==> src/rtl/mux4_pkg.sv <==
// Shared types and helpers for the 4-channel round-robin mux scheduler.
package mux4_pkg;

  localparam int CH_W = 2;
  localparam int NCH  = 4;

  typedef enum logic {
    ST_IDLE = 1'b0,
    ST_HOLD = 1'b1
  } state_e;

  // Channel index maps straight onto the mux select pair: {s0,s1} = {idx[1],idx[0]}.
  function automatic logic [1:0] idx_to_sel(input logic [CH_W-1:0] idx);
    return {idx[1], idx[0]};
  endfunction

endpackage

==> src/rtl/rr_pick4.sv <==
// Combinational rotate-priority picker: searches last_ptr+1, +2, +3, +0 (mod 4).
module rr_pick4
  import mux4_pkg::*;
(
  input  logic [NCH-1:0]  req_i,
  input  logic [CH_W-1:0] last_ptr_i,
  output logic [CH_W-1:0] win_o,
  output logic            any_o
);

  logic [CH_W-1:0] idx;

  // Scan farthest-first so the nearest requester after last_ptr overrides;
  // the previous winner (offset 4 == 0) only survives when it is alone.
  always_comb begin
    win_o = '0;
    idx   = '0;
    any_o = |req_i;
    for (int k = NCH; k >= 1; k--) begin
      idx = last_ptr_i + CH_W'(k);
      if (req_i[idx]) win_o = idx;
    end
  end

endmodule

==> src/rtl/mux_4ch_rr_scheduler.sv <==
// Round-robin control stage driving a 4:1 mux: select pair, data snapshot,
// one-hot grant held HOLD_CYCLES and closed with a one-cycle ack.
module mux_4ch_rr_scheduler
  import mux4_pkg::*;
#(
  parameter int HOLD_CYCLES = 1,
  parameter int CNT_W       = 4
) (
  input  logic       clk,
  input  logic       rst,
  input  logic [3:0] req,
  input  logic [3:0] data_in,
  output logic       s0,
  output logic       s1,
  output logic       a,
  output logic       b,
  output logic       c,
  output logic       d,
  output logic [3:0] grant,
  output logic       sel_valid,
  output logic [3:0] ack
);

  if (HOLD_CYCLES < 1 || HOLD_CYCLES > (1 << CNT_W)) begin : g_bad_hold
    $error("HOLD_CYCLES must be in 1..2**CNT_W");
  end

  localparam logic [CNT_W-1:0] HOLD_RELOAD = CNT_W'(HOLD_CYCLES - 1);

  state_e          state_q, state_d;
  logic [CNT_W-1:0] cnt_q, cnt_d;
  logic [CH_W-1:0] last_ptr_q, last_ptr_d;
  logic [CH_W-1:0] win_q, win_d;
  logic [NCH-1:0]  data_q, data_d;

  logic [CH_W-1:0] pick_ptr, pick_win;
  logic            pick_any;
  logic            final_cyc;

  // On a back-to-back grant the winner being closed is the new last pointer,
  // so the picker sees it one cycle before last_ptr_q catches up.
  assign pick_ptr  = (state_q == ST_HOLD) ? win_q : last_ptr_q;
  assign final_cyc = (state_q == ST_HOLD) && (cnt_q == '0);

  rr_pick4 u_pick (
    .req_i      (req),
    .last_ptr_i (pick_ptr),
    .win_o      (pick_win),
    .any_o      (pick_any)
  );

  always_comb begin
    state_d    = state_q;
    cnt_d      = cnt_q;
    last_ptr_d = last_ptr_q;
    win_d      = win_q;
    data_d     = data_q;
    unique case (state_q)
      ST_IDLE: begin
        if (pick_any) begin
          state_d = ST_HOLD;
          win_d   = pick_win;
          data_d  = data_in;
          cnt_d   = HOLD_RELOAD;
        end
      end
      ST_HOLD: begin
        if (cnt_q != '0) begin
          cnt_d = cnt_q - CNT_W'(1);
        end else begin
          last_ptr_d = win_q;
          if (pick_any) begin
            win_d  = pick_win;
            data_d = data_in;
            cnt_d  = HOLD_RELOAD;
          end else begin
            state_d = ST_IDLE;
          end
        end
      end
      default: state_d = ST_IDLE;
    endcase
  end

  always_ff @(posedge clk) begin
    if (rst) begin
      state_q    <= ST_IDLE;
      cnt_q      <= '0;
      last_ptr_q <= CH_W'(NCH - 1);
      win_q      <= '0;
      data_q     <= '0;
    end else begin
      state_q    <= state_d;
      cnt_q      <= cnt_d;
      last_ptr_q <= last_ptr_d;
      win_q      <= win_d;
      data_q     <= data_d;
    end
  end

  // sel_valid qualifies s0/s1/a..d/grant; there is no ready, the downstream
  // mux consumes every valid cycle and ack marks the last one of a grant.
  assign sel_valid    = (state_q == ST_HOLD);
  assign grant        = sel_valid ? (NCH'(1) << win_q) : '0;
  assign ack          = final_cyc ? grant : '0;
  assign {s0, s1}     = idx_to_sel(win_q);
  assign {d, c, b, a} = data_q;

endmodule

==> config.mk <==
export PLATFORM = sky130hd
export DESIGN_NAME = mux_4ch_rr_scheduler
export DESIGN_NICKNAME = d
export VERILOG_FILES = /design/src/rtl/mux4_pkg.sv /design/src/rtl/rr_pick4.sv /design/src/rtl/mux_4ch_rr_scheduler.sv
export SDC_FILE = /design/constraint.sdc
export NUM_CORES = 1
export LEC_CHECK = 0
export CORE_MARGIN = 5
export CORE_UTILIZATION = 48
export CTS_CLUSTER_DIAMETER = 150
export DETAILED_ROUTE_END_ITERATION = 10
export PLACE_DENSITY = 0.93
export SETUP_SLACK_MARGIN = 0.4
export SLEW_MARGIN = 0
export SYNTH_ARGS = -nofsm -noshare
export SYNTH_HDL_FRONTEND = slang
export SYNTH_SLANG_ARGS = --single-unit
==> constraint.sdc <==
create_clock -name clk -period 4.2 [get_ports clk]
set_clock_uncertainty 0.15 [all_clocks]
set_input_delay 0.84 -clock clk [delete_from_list [all_inputs] [get_ports clk]]
set_output_delay 0.84 -clock clk [all_outputs]
set_load 0.01 [all_outputs]
## Yosys cells after proc, flatten, opt, wreduce, memory -nomap -nowiden

Index checks and enable logic that the tools add are counted.

- Input port bits: 10
- Word-level logic and storage cells: 49
- Register bits: 13

- Muxes and demuxes: 27
- Shift operators: 1
- Reductions and logical operators: 5
- Bitwise logic cells: 2
- $lt $le $gt $ge: 4
- Equality and inequality tests: 1
- Add/subtract/negate cells: 4

Operators with widths:

| kind | number |
|---|---|
| 4-bit two-way mux | 6 |
| 4-bit one-hot mux with 2 select lines | 2 |
| 2-bit two-way mux | 7 |
| 2-bit by 3-bit < comparator with 1-bit output (second input constant) | 4 |
| 1-bit binary-select mux with 2-bit select | 4 |
| 1-bit two-way mux | 6 |
| 2-bit adder (second input constant) | 2 |
| 4-bit logical NOT | 1 |
| 2-bit one-hot mux with 2 select lines | 1 |
| 4-bit nonzero test | 1 |
| 4-bit OR reduction | 1 |
| 1-bit by 2-bit left shift with 4-bit output (first input constant) | 1 |
| 4-bit by 1-bit subtractor with 4-bit output (second input constant) | 1 |
| 2-bit by 1-bit adder with 2-bit output (second input constant) | 1 |
| 2-bit != test (second input constant) | 1 |
| 1-bit NOT | 2 |
| 1-bit one-hot mux with 2 select lines | 1 |
| 2-bit AND reduction | 1 |
| 1-bit logical AND | 1 |

## Depth between registers and ports, before layout

Gate-level depths: netlist of the first run.

- Depth after elaboration: 10
- Mapped depth: 6
- Mapped depth without buffers: 6

## Modules after synthesis

A second synthesis of the first run with hierarchy kept.

- Cells, all modules: 90
- Area total of the unflattened synthesis: 782.0 µm²

By module, submodules not included:

| module | area an instance (µm²) | seq. area each (µm²) | times used | cells an instance |
|---|---|---|---|---|
| mux_4ch_rr_scheduler | 690.7 | 260.2 | 1 | 76 |
| rr_pick4 | 91.3 | 0.0 | 1 | 14 |

## Worst setup path before layout of the first run

No wires, ideal clock.

- Path kind: reg2out
- Start point: reg state_q, in the netlist sel_valid
- End point: out ack[0]
- Buffers on the path: 1
- Data required time: 3,210 ps
- Path slack: 1,937 ps
- Stages on the path, launching flop included: 4
- Data arrival time: 1,273 ps
- Cells stage by stage: dfxtp_1 > buf_4 > nor3b_1 > and2_1

- Word-level cells in the longest chain between the ends: 2

RTL lines:

| item | RTL line | text |
|---|---|---|
| from (decl) | mux_4ch_rr_scheduler.sv:30 | `state_e state_q, state_d;` |
| from (signal assigned) | mux_4ch_rr_scheduler.sv:93 | `state_q <= state_d;` |
| 4-bit two-way mux | mux_4ch_rr_scheduler.sv:104 | `assign grant = sel_valid ? (NCH'(1) << win_q) : '0;` |
| named net grant[0] | mux_4ch_rr_scheduler.sv:19 | `output logic [3:0] grant,` |
| 4-bit two-way mux | mux_4ch_rr_scheduler.sv:105 | `assign ack = final_cyc ? grant : '0;` |
| to (decl) | mux_4ch_rr_scheduler.sv:21 | `output logic [3:0] ack` |

The timed path passes the listed nets, and every way through them passes these cells.

## Final worst setup path of the first run

- Start point: reg state_q, in the netlist sel_valid
- End point: out ack[0]

- Word-level cells in the longest chain between the ends: 2

RTL lines:

| item | RTL line |
|---|---|
| 4-bit two-way mux / 1-bit logical AND (equally long branches) | mux_4ch_rr_scheduler.sv:104, mux_4ch_rr_scheduler.sv:43 |
| 4-bit two-way mux * | mux_4ch_rr_scheduler.sv:105 |

Mark *: on every way between the ends. The rest lies on a longest branch, timed or not.

==> results.py, run 1 <==
metrics = {
    "run_status": {
        "status": "finished, final reports clean",
    },
    "clock_network": {
        "cts.clk_slew.worst_paths_ns": 0.08,
        "numCtsBuffers": 3,
        "root_buffer": "clkbuf_4",
        "ctsHoldBuffers": 0,
        "cts_max_level": 1,
        "clk_latency_ns": 0.28,
        "cts_tree": "done",
        "cts_sinks": 13,
        "post-cts-setup-buffers": 0,
        "post_cts_resized": 0,
        "clockBufferDepth": 2,
    },
    "setup_path": {
        "cp.arrival_ns": 2.18,
        "worstSetupPathType": "reg2out",
        "cp-start-kind": "flop",
        "path_delay_family": "flip-flops",
        "max_stage_delay_ns": 0.81,
        "worstPathBufferInverterCount": 1,
        "crit_required_ns": 3.21,
        "slowest_stage": "dfxtp_1",
        "worstPathCellList": "nor3b_1 -> and2_1 -> clkdlybuf4s50_1",
        "end_kind": "primary output",
        "critical_path_peak_fanout": 22,
    },
    "min_path": {
        "hp-class": "reg2reg",
    },
    "layout": {
        "fill_cells": 127,
        "diodes": 0,
        "area_growth_pct": 33.0,
        "drive_gt1_frac": 0.0708,
        "post-route-util": 0.684,
        "nNetsFinal": 125,
    },
    "synth": {
        "synth_area_leaders": "dfxtp_1 (33%), mux2i_1 (10%), nor2_1 (6.2%)",
        "yosys.area.top_type": "dfxtp_1",
        "synthTopCellsByCount": "dfxtp_1 (13), nor2_1 (13), mux2i_1 (8)",
        "synthArstFlopShare": 0,
        "syn_nets": 101,
        "seq_area_frac_synth": 0.328,
        "ys_seq_elements": 13,
        "yosysWarnings": 0,
        "synth_top_area_share": 0.328,
        "synthesis.area_um2": 793,
        "synth_flop_cell": "dfxtp_1",
        "synth.avg_cell_area_um2": 8.81,
        "synth_edf_count": 0,
        "netlist_instances": 90,
        "ys_types": 34,
    },
    "floorplanning": {
        "initial_core_util": 0.515,
        "die_w_um": 50.7,
        "num_io_pins": 25,
        "rows": 14,
        "dieArea_um2": 2570,
        "core_area_um2": 1540,
        "die_h_um": 50.7,
    },
    "placement": {
        "place.gp.congestion": 0.837,
        "place_ws_ns": 1.34,
        "portBuffers": 24,
        "place_hpwl_um": 1410,
    },
    "routing": {
        "firstDrtPassIters": 4,
        "vias_per_cell": 5.91,
        "wl_per_cell_um": 14.8,
        "ant_nets": 0,
        "dr_total_vias": 763,
        "drt_iter0_markers": 34,
        "wl_um": 1920,
        "drc": 0,
    },
    "sta": {
        "min_period_ns": 3.17,
        "drv_slew": 0,
        "rsz0062_at_grt": "no",
        "fin_crit_sh": 0.754,
        "finalSetupTns_ns": 0,
        "relSlewSlack": 0.499,
        "tightest_slew_ns": 0.751,
        "fin_ws_ns": 1.03,
        "maxClockFrequency_mhz": 316,
        "finalSetupViolCount": 0,
        "hold_violations": 0,
    },
    "pwr": {
        "finalPower_w": 0.000311,
        "ir_drop_mv": 0.159,
        "leakagePower_nw": 0.439,
        "powerDensity_nw_per_um2": 295,
    },
    "global_route": {
        "grt_pass1_vias": 702,
        "grt_overflow": 0,
        "grt_max_degree": 23,
        "antenna_found_initial": 0,
        "grt_usage": 0.160,
        "grt_first_pass_wirelength_um": 3250,
    },
    "job": {
        "cap_violations": 0,
    },
}
## path summary, 6_finish.rpt
kind	startpoint	end	slack (ns)	depth (start not counted)
worst max register to register	sel_valid	win_q[0]	2.15	4
worst min-delay path	data_q[3]	data_q[3]	0.34	2
worst min register to register	data_q[3]	data_q[3]	0.34	2
worst max-delay path	sel_valid	ack[0]	1.03	3
## placed cells by master (no fill, tap or decap), drive strengths merged
cell type	n
clkbuf	4
and2b	1
o31a	1
inv	3
nor2	13
nand2	4
and3	3
clkdlybuf4s50	24
nor3b	2
ha	1
nand4b	1
and3b	2
xnor2	2
a2bb2oi	1
dfxtp	13
o21ai	3
nor4	2
o221ai	1
nor2b	2
o31ai	1
or3b	1
nand3	1
mux2	2
a211o	2
a311oi	2
o32ai	1
a21oi	6
mux2i	8
and2	4
a221o	1
a211oi	1
## state kept, by name, summed over array words and instances (netlist names)
register,cells
sel_valid,1
data_q,4
cnt_q,4
last_ptr_q,2
win_q,2
## worst reg2reg max path, delay by kind of cell (launching register included)
kind | cells | cell delay [ns]
AO/OA/AOI/OAI | 3 | 0.59
flip-flops | 1 | 0.81
multiplexers | 1 | 0.42
## power breakdown
part / leakage [nW] / switching, W / internal [W]
Combinational: 0.317 / 0.0000343 / 0.0000502
Sequential: 0.107 / 0.0000160 / 0.000131
Clock: 0.0150 / 0.0000428 / 0.0000368
## area by class of cell
class,instances,area (µm²),area share
clock buffers,4,26.3,0.0249
repair buffers,24,240,0.228
multi-input cells,69,497,0.471
flip-flops and latches,13,260,0.247
well taps,16,20.0,0.0190
inverters,3,11.3,0.0107
## routing by layer
layer / GRT usage / wire (µm) / vias to the layer above
met1: 0.193 / 821 / 355
met5: 0 / 0 / -
met3: 0.0680 / 171 / 2
met2: 0.264 / 911 / 32
li1: - / - / 374
met4: 0.0298 / 11 / 0
## stage by stage
stage | hold slack (ns) | cell area [µm²] | cells
finish | 0.344 | 1050 | 129
global route | 0.373 | 1050 | 129
CTS | 0.353 | 1050 | 129
detailed placement | 0.337 | 1030 | 125
global placement | 0.322 | 1030 | 125
floorplan | 0.339 | 793 | 90
## cells by family (layout without fill, tap and decap cells)
logic type,after synthesis,after routing,synth area share
flops,13,13,0.328
buf+inv,8,31,0.0457
simple gates,36,36,0.268
mux,10,10,0.129
compound gates,20,20,0.191
xor+xnor,2,2,0.0221
fa+ha+maj,1,1,0.0158
No activity file was read; power rests on OpenSTA's default activity.
==> inputs of run 2 (changes only) <==
Settings changed: CORE_UTILIZATION 48 to 45, PLACE_DENSITY 0.93 to 0.89.
Clock period 4.2 ns to 3 ns, I/O delays scaled along.
==> run 2 against run 1 <==
  * Combinational power is 41% higher
  * First-iteration DRC count shrank 53%
  * Clock-buffer cell count decreased by 1
  * Hold slack better by 0.0060 ns
  * Largest cell class unchanged
  * Utilization fell by 4.4 points
  * Register-to-register slack got worse by 1.0 ns
==> results.py, run 2 (synthesis gave the netlist of run 1 again) <==
metrics = {
    "sta": {
        "rsz0062_at_grt": "no",
        "tightest_slew_ns": 0.471,
        "maxClockFrequency_mhz": 401,
        "finalSetupTns_ns": 0,
        "fin_ws_ns": 0.506,
        "drv_slew": 0,
        "fin_crit_sh": 0.831,
        "finalSetupViolCount": 0,
        "min_period_ns": 2.49,
        "relSlewSlack": 0.685,
        "hold_violations": 0,
    },
    "clock_network": {
        "clk_latency_ns": 0.28,
        "cts_tree": "done",
        "numCtsBuffers": 3,
        "ctsHoldBuffers": 0,
        "cts_sinks": 13,
        "root_buffer": "clkbuf_4",
        "cts.clk_slew.worst_paths_ns": 0.09,
        "cts_max_level": 1,
        "clockBufferDepth": 2,
    },
    "global_route": {
        "grt_overflow": 0,
        "grt_usage": 0.147,
        "grt_pass1_vias": 690,
        "antenna_found_initial": 0,
        "grt_first_pass_wirelength_um": 2880,
        "grt_max_degree": 15,
    },
    "setup_path": {
        "cp-start-kind": "flop",
        "regToRegSetupSlack_ns": 1.12,
        "end_kind": "primary output",
        "crit_path_end": "ack[3]",
        "reg2reg_from": "cnt_q[0]",
        "crit_required_ns": 2.25,
        "timing.rr.end": "win_q[0]",
        "worstSetupStartpoint": "cnt_q[0]",
        "worstSetupPathType": "reg2out",
        "cp.arrival_ns": 1.74,
        "reg2reg_depth": 6,
        "critical_path_peak_fanout": 5,
    },
    "floorplanning": {
        "num_io_pins": 25,
        "die_h_um": 52.0,
        "core_area_um2": 1710,
        "rows": 15,
        "dieArea_um2": 2700,
        "die_w_um": 52.0,
        "initial_core_util": 0.464,
    },
    "layout": {
        "diodes": 0,
        "nNetsFinal": 127,
        "reg.largest.list": "cnt_q (4), data_q (4)",
        "multi_input_area_um2": 508,
        "final_common_cell": "clkdlybuf4s50_1",
        "post-route-util": 0.640,
        "drive_gt1_frac": 0.113,
        "regArea_um2": 264,
        "fill_cells": 150,
        "area_growth_pct": 37.9,
        "mostFrequentLayoutCells": "clkdlybuf4s50_1 (21), nor2_1 (13), dfxtp_1 (12)",
    },
    "pwr": {
        "powerDensity_nw_per_um2": 393,
        "seqPwrFrac": 0.470,
        "clock_power_share": 0.254,
        "power.share.switching": 0.299,
        "switching_power_w": 0.000129,
        "pwr-share-comb": 0.276,
        "p_int_w": 0.000301,
        "ir_drop_mv": 0.246,
        "leakagePower_nw": 0.469,
    },
    "routing": {
        "drc": 0,
        "dr_total_vias": 749,
        "drt_iter0_markers": 16,
        "wl_per_cell_um": 13.0,
        "ant_nets": 0,
        "firstDrtPassIters": 4,
        "wl_um": 1820,
        "vias_per_cell": 5.35,
    },
    "min_path": {
        "hp-class": "reg2reg",
    },
    "run_status": {
        "status": "finished, final reports clean",
    },
    "placement": {
        "place.gp.congestion": 0.777,
        "portBuffers": 24,
        "place_ws_ns": 0.478,
        "place_hpwl_um": 1360,
    },
    "job": {
        "cap_violations": 0,
    },
}
==> run 2: cell count changes in the layout (fill, tap and decap cells not counted) <==
| cell | previous run | this run |
|---|---|---|
| dfxtp_4 | 0 | 1 |
| buf_4 | 0 | 2 |
| nor3b_4 | 0 | 1 |
| clkdlybuf4s50_1 | 24 | 21 |
| clkinv_2 | 0 | 1 |
| dlygate4sd2_1 | 0 | 3 |
| dfxtp_1 | 13 | 12 |
| nor3b_1 | 2 | 1 |
| clkbuf_1 | 1 | 0 |
==> run 2: worst min path at each step <==
stage	from	cells past startpoint	slack, ns	end
2_1_floorplan	cnt_q[3]	2	0.34	cnt_q[3]
3_3_place_gp	data_q[3]	2	0.32	data_q[3]
3_5_place_dp	data_q[1]	2	0.34	data_q[1]
4_1_cts	data_q[1]	2	0.36	data_q[1]
5_1_grt	data_q[1]	2	0.38	data_q[1]
6_report	data_q[3]	2	0.35	data_q[3]
==> run 2: power groups by stage <==
stage | clock (W) | combinational (W) | sequential [W]
finish | 0.000109 | 0.000119 | 0.000202
global route | 0.000121 | 0.000128 | 0.000205
CTS | 0.000118 | 0.000120 | 0.000202
detailed placement | 0 | 0.000122 | 0.000206
global placement | 0 | 0.000120 | 0.000206
floorplan | 0 | 0.0000679 | 0.000200
==> run 2: per-layer routing <==
layer,GRT usage,vias to the layer above,part of all wire
met5,0,-,0
met3,0.0630,4,0.073
met1,0.143,342,0.42
met2,0.257,23,0.49
met4,0.0786,0,0.011
li1,-,380,-
==> run 2: cell type report <==
class,instances,share of cell area
clock inverter,1,0.00458
timing repair buffer,26,0.230
tap,25,0.0286
sequential,13,0.241
multi-input combinational,69,0.465
inverter,3,0.0103
clock buffer,3,0.0206
==> run 2: critical path, cell delays in order (launching register included) <==
cell	delay, ns
dfxtp_1	0.35
inv_1	0.06
ha_1	0.19
nor3b_4	0.20
and2_1	0.14
clkdlybuf4s50_1	0.53
==> run 2: stage by stage <==
stage	cells	instance area (µm²)	total power [W]	hold WS [ns]
global route	140	1090	0.000454	0.382
floorplan	90	793	0.000268	0.339
CTS	139	1080	0.000440	0.359
global placement	135	1050	0.000326	0.322
detailed placement	135	1050	0.000328	0.338
finish	140	1090	0.000430	0.350
==> run 2: what timing repair did <==
action | 4_1_cts | 5_1_grt
resized for setup | 6 | 1
setup buffers | 0 | 1
endpoints found under the setup margin | 7 | 1
==> inputs of run 3 (changes only) <==
Settings changed: CORE_UTILIZATION 45 to 40, PLACE_DENSITY 0.89 to 0.84.
Clock period 3 ns to 2.2 ns, I/O delays scaled along.
==> run 3 against run 2 <==
  * First-iteration DRC count increased by 25%
  * Register-to-register slack got worse by 0.72 ns
  * Clock-buffer cell count increased by 1
  * Cell area increased by 12%
  * Total power increased by 41%
  * Sequential share of layout area decreased by 2.3 points
  * Clock power increased by 37%
  * Global-route usage increased by 1.6 points
  * Die area increased by 10%
  * Hold slack improved by 0.0098 ns
  * Critical path depth increased by 1
  * Non-clock buffer count increased by 10
  * Critical path type unchanged
  * Largest cell class unchanged
  * Highest routed layer unchanged
==> results.py, run 3 (synthesis gave the netlist of run 1 again) <==
metrics = {
    "run_status": {
        "status": "finished, final reports clean",
    },
    "setup_path": {
        "critical_path_peak_fanout": 5,
        "path_delay_family": "flip-flops",
        "cp.arrival_ns": 1.36,
        "crit_required_ns": 1.61,
        "slowest_stage": "dfxtp_2",
        "worstPathCellList": "inv_2 -> ha_4 -> nor3b_4 -> buf_6 -> and2_1 -> buf_2",
        "cp-start-kind": "flop",
        "max_stage_delay_ns": 0.33,
        "end_kind": "primary output",
        "worstSetupPathType": "reg2out",
        "worstPathBufferInverterCount": 3,
    },
    "floorplanning": {
        "num_io_pins": 25,
        "die_w_um": 54.5,
        "dieArea_um2": 2970,
        "die_h_um": 54.5,
        "initial_core_util": 0.413,
        "core_area_um2": 1920,
        "rows": 16,
    },
    "pwr": {
        "switching_power_w": 0.000182,
        "powerDensity_nw_per_um2": 496,
        "ir_drop_mv": 0.301,
        "clock_power_share": 0.246,
        "leakagePower_nw": 0.609,
        "p_int_w": 0.000425,
        "power.share.switching": 0.300,
        "pwr-share-comb": 0.303,
        "seqPwrFrac": 0.450,
    },
    "sta": {
        "rsz0062_at_grt": "yes",
        "maxClockFrequency_mhz": 514,
        "hold_violations": 0,
        "drv_slew": 0,
        "fin_crit_sh": 0.884,
        "tightest_slew_ns": 0.463,
        "finalSetupTns_ns": 0,
        "min_period_ns": 1.95,
        "finalSetupViolCount": 0,
        "relSlewSlack": 0.691,
    },
    "global_route": {
        "grt_pass1_vias": 810,
        "grt_max_degree": 19,
        "grt_usage": 0.163,
        "grt_first_pass_wirelength_um": 3500,
        "antenna_found_initial": 0,
        "grt_overflow": 0,
    },
    "layout": {
        "mostFrequentLayoutCells": "nor2_1 (13), buf_4 (10), mux2i_1 (8), dfxtp_1 (8), clkdlybuf4s50_1 (8)",
        "fill_cells": 179,
        "area_growth_pct": 54.1,
        "diodes": 0,
        "reg.largest.list": "cnt_q (4), data_q (4)",
        "multi_input_area_um2": 544,
        "final_cells": 152,
        "final_common_cell": "nor2_1",
        "regArea_um2": 267,
        "drive_gt1_frac": 0.312,
        "nNetsFinal": 137,
    },
    "min_path": {
        "hp-class": "reg2reg",
    },
    "placement": {
        "portBuffers": 24,
        "place_hpwl_um": 1520,
        "dp_cells": 143,
        "place.gp.congestion": 0.856,
    },
    "routing": {
        "drt-met1-wl_um": 887,
        "drt_iter0_markers": 20,
        "vias_per_cell": 5.36,
        "wl_um": 2150,
        "wl_per_cell_um": 14.2,
        "ant_nets": 0,
        "dr_total_vias": 815,
        "firstDrtPassIters": 4,
        "drc": 0,
        "wl_met2_um": 1110,
        "wl_met3_um": 143,
        "top_layer_used": "met4",
    },
    "clock_network": {
        "cts_max_level": 1,
        "cts_tree": "done",
        "cts.clk_slew.worst_paths_ns": 0.08,
        "numCtsBuffers": 3,
        "clk_latency_ns": 0.27,
        "root_buffer": "clkbuf_4",
        "cts_sinks": 13,
        "clockBufferDepth": 2,
    },
    "job": {
        "cap_violations": 0,
    },
}
-- run 3: power by group through the flow --
stage | sequential [W] | combinational, W | clock [W]
global route | 0.000274 | 0.000201 | 0.000166
detailed placement | 0.000274 | 0.000186 | 0
finish | 0.000273 | 0.000184 | 0.000149
CTS | 0.000272 | 0.000174 | 0.000152
floorplan | 0.000273 | 0.0000939 | 0
global placement | 0.000273 | 0.000183 | 0
-- run 3: tightest hold or removal path, cell delays in order (launching register included) --
cell	delay (ns)
dfxtp_1	0.34
mux2i_1	0.06
nor2_1	0.08
-- run 3: worst paths after layout --
kind / startpoint / endpoint / slack, ns / cells past startpoint
worst min-delay path: data_q[0] / data_q[0] / 0.36 / 2
worst max register to register: cnt_q[0] / data_q[1] / 0.40 / 6
worst max-delay path: cnt_q[0] / ack[1] / 0.25 / 6
worst min register to register: data_q[0] / data_q[0] / 0.36 / 2
-- run 3: stage by stage --
stage	area [µm²]	total power, W	util	setup WS, ns	hold slack (ns)
floorplan	798	0.000367	-	0.420	0.339
global placement	1100	0.000456	0.572	0.0977	0.327
detailed placement	1100	0.000460	0.572	0.0471	0.346
CTS	1150	0.000599	0.596	0.235	0.374
global route	1220	0.000641	0.636	0.177	0.397
finish	1220	0.000606	0.636	0.254	0.360
-- run 3: metal layers --
layer	vias to the layer above	global-route usage
met1	384	0.193
met4	0	0.0788
met5	-	0
met3	4	0.0490
li1	395	-
met2	32	0.265
-- run 3: what timing repair did --
item	in CTS	in global routing
cloned	0	0
buffers inserted	2	3
pin swaps	4	3
gates resized for setup	35	15
endpoints found under the setup margin	20	16
hold buffers	0	0
-- run 3: cell type report --
cell class                      instances  area share
Clock buffer                            4      0.0215
Inverter                                3     0.00921
Multi-Input combinational cell         69       0.445
Sequential cell                        13       0.218
Tap cell                               27      0.0276
Timing Repair Buffer                   36       0.278
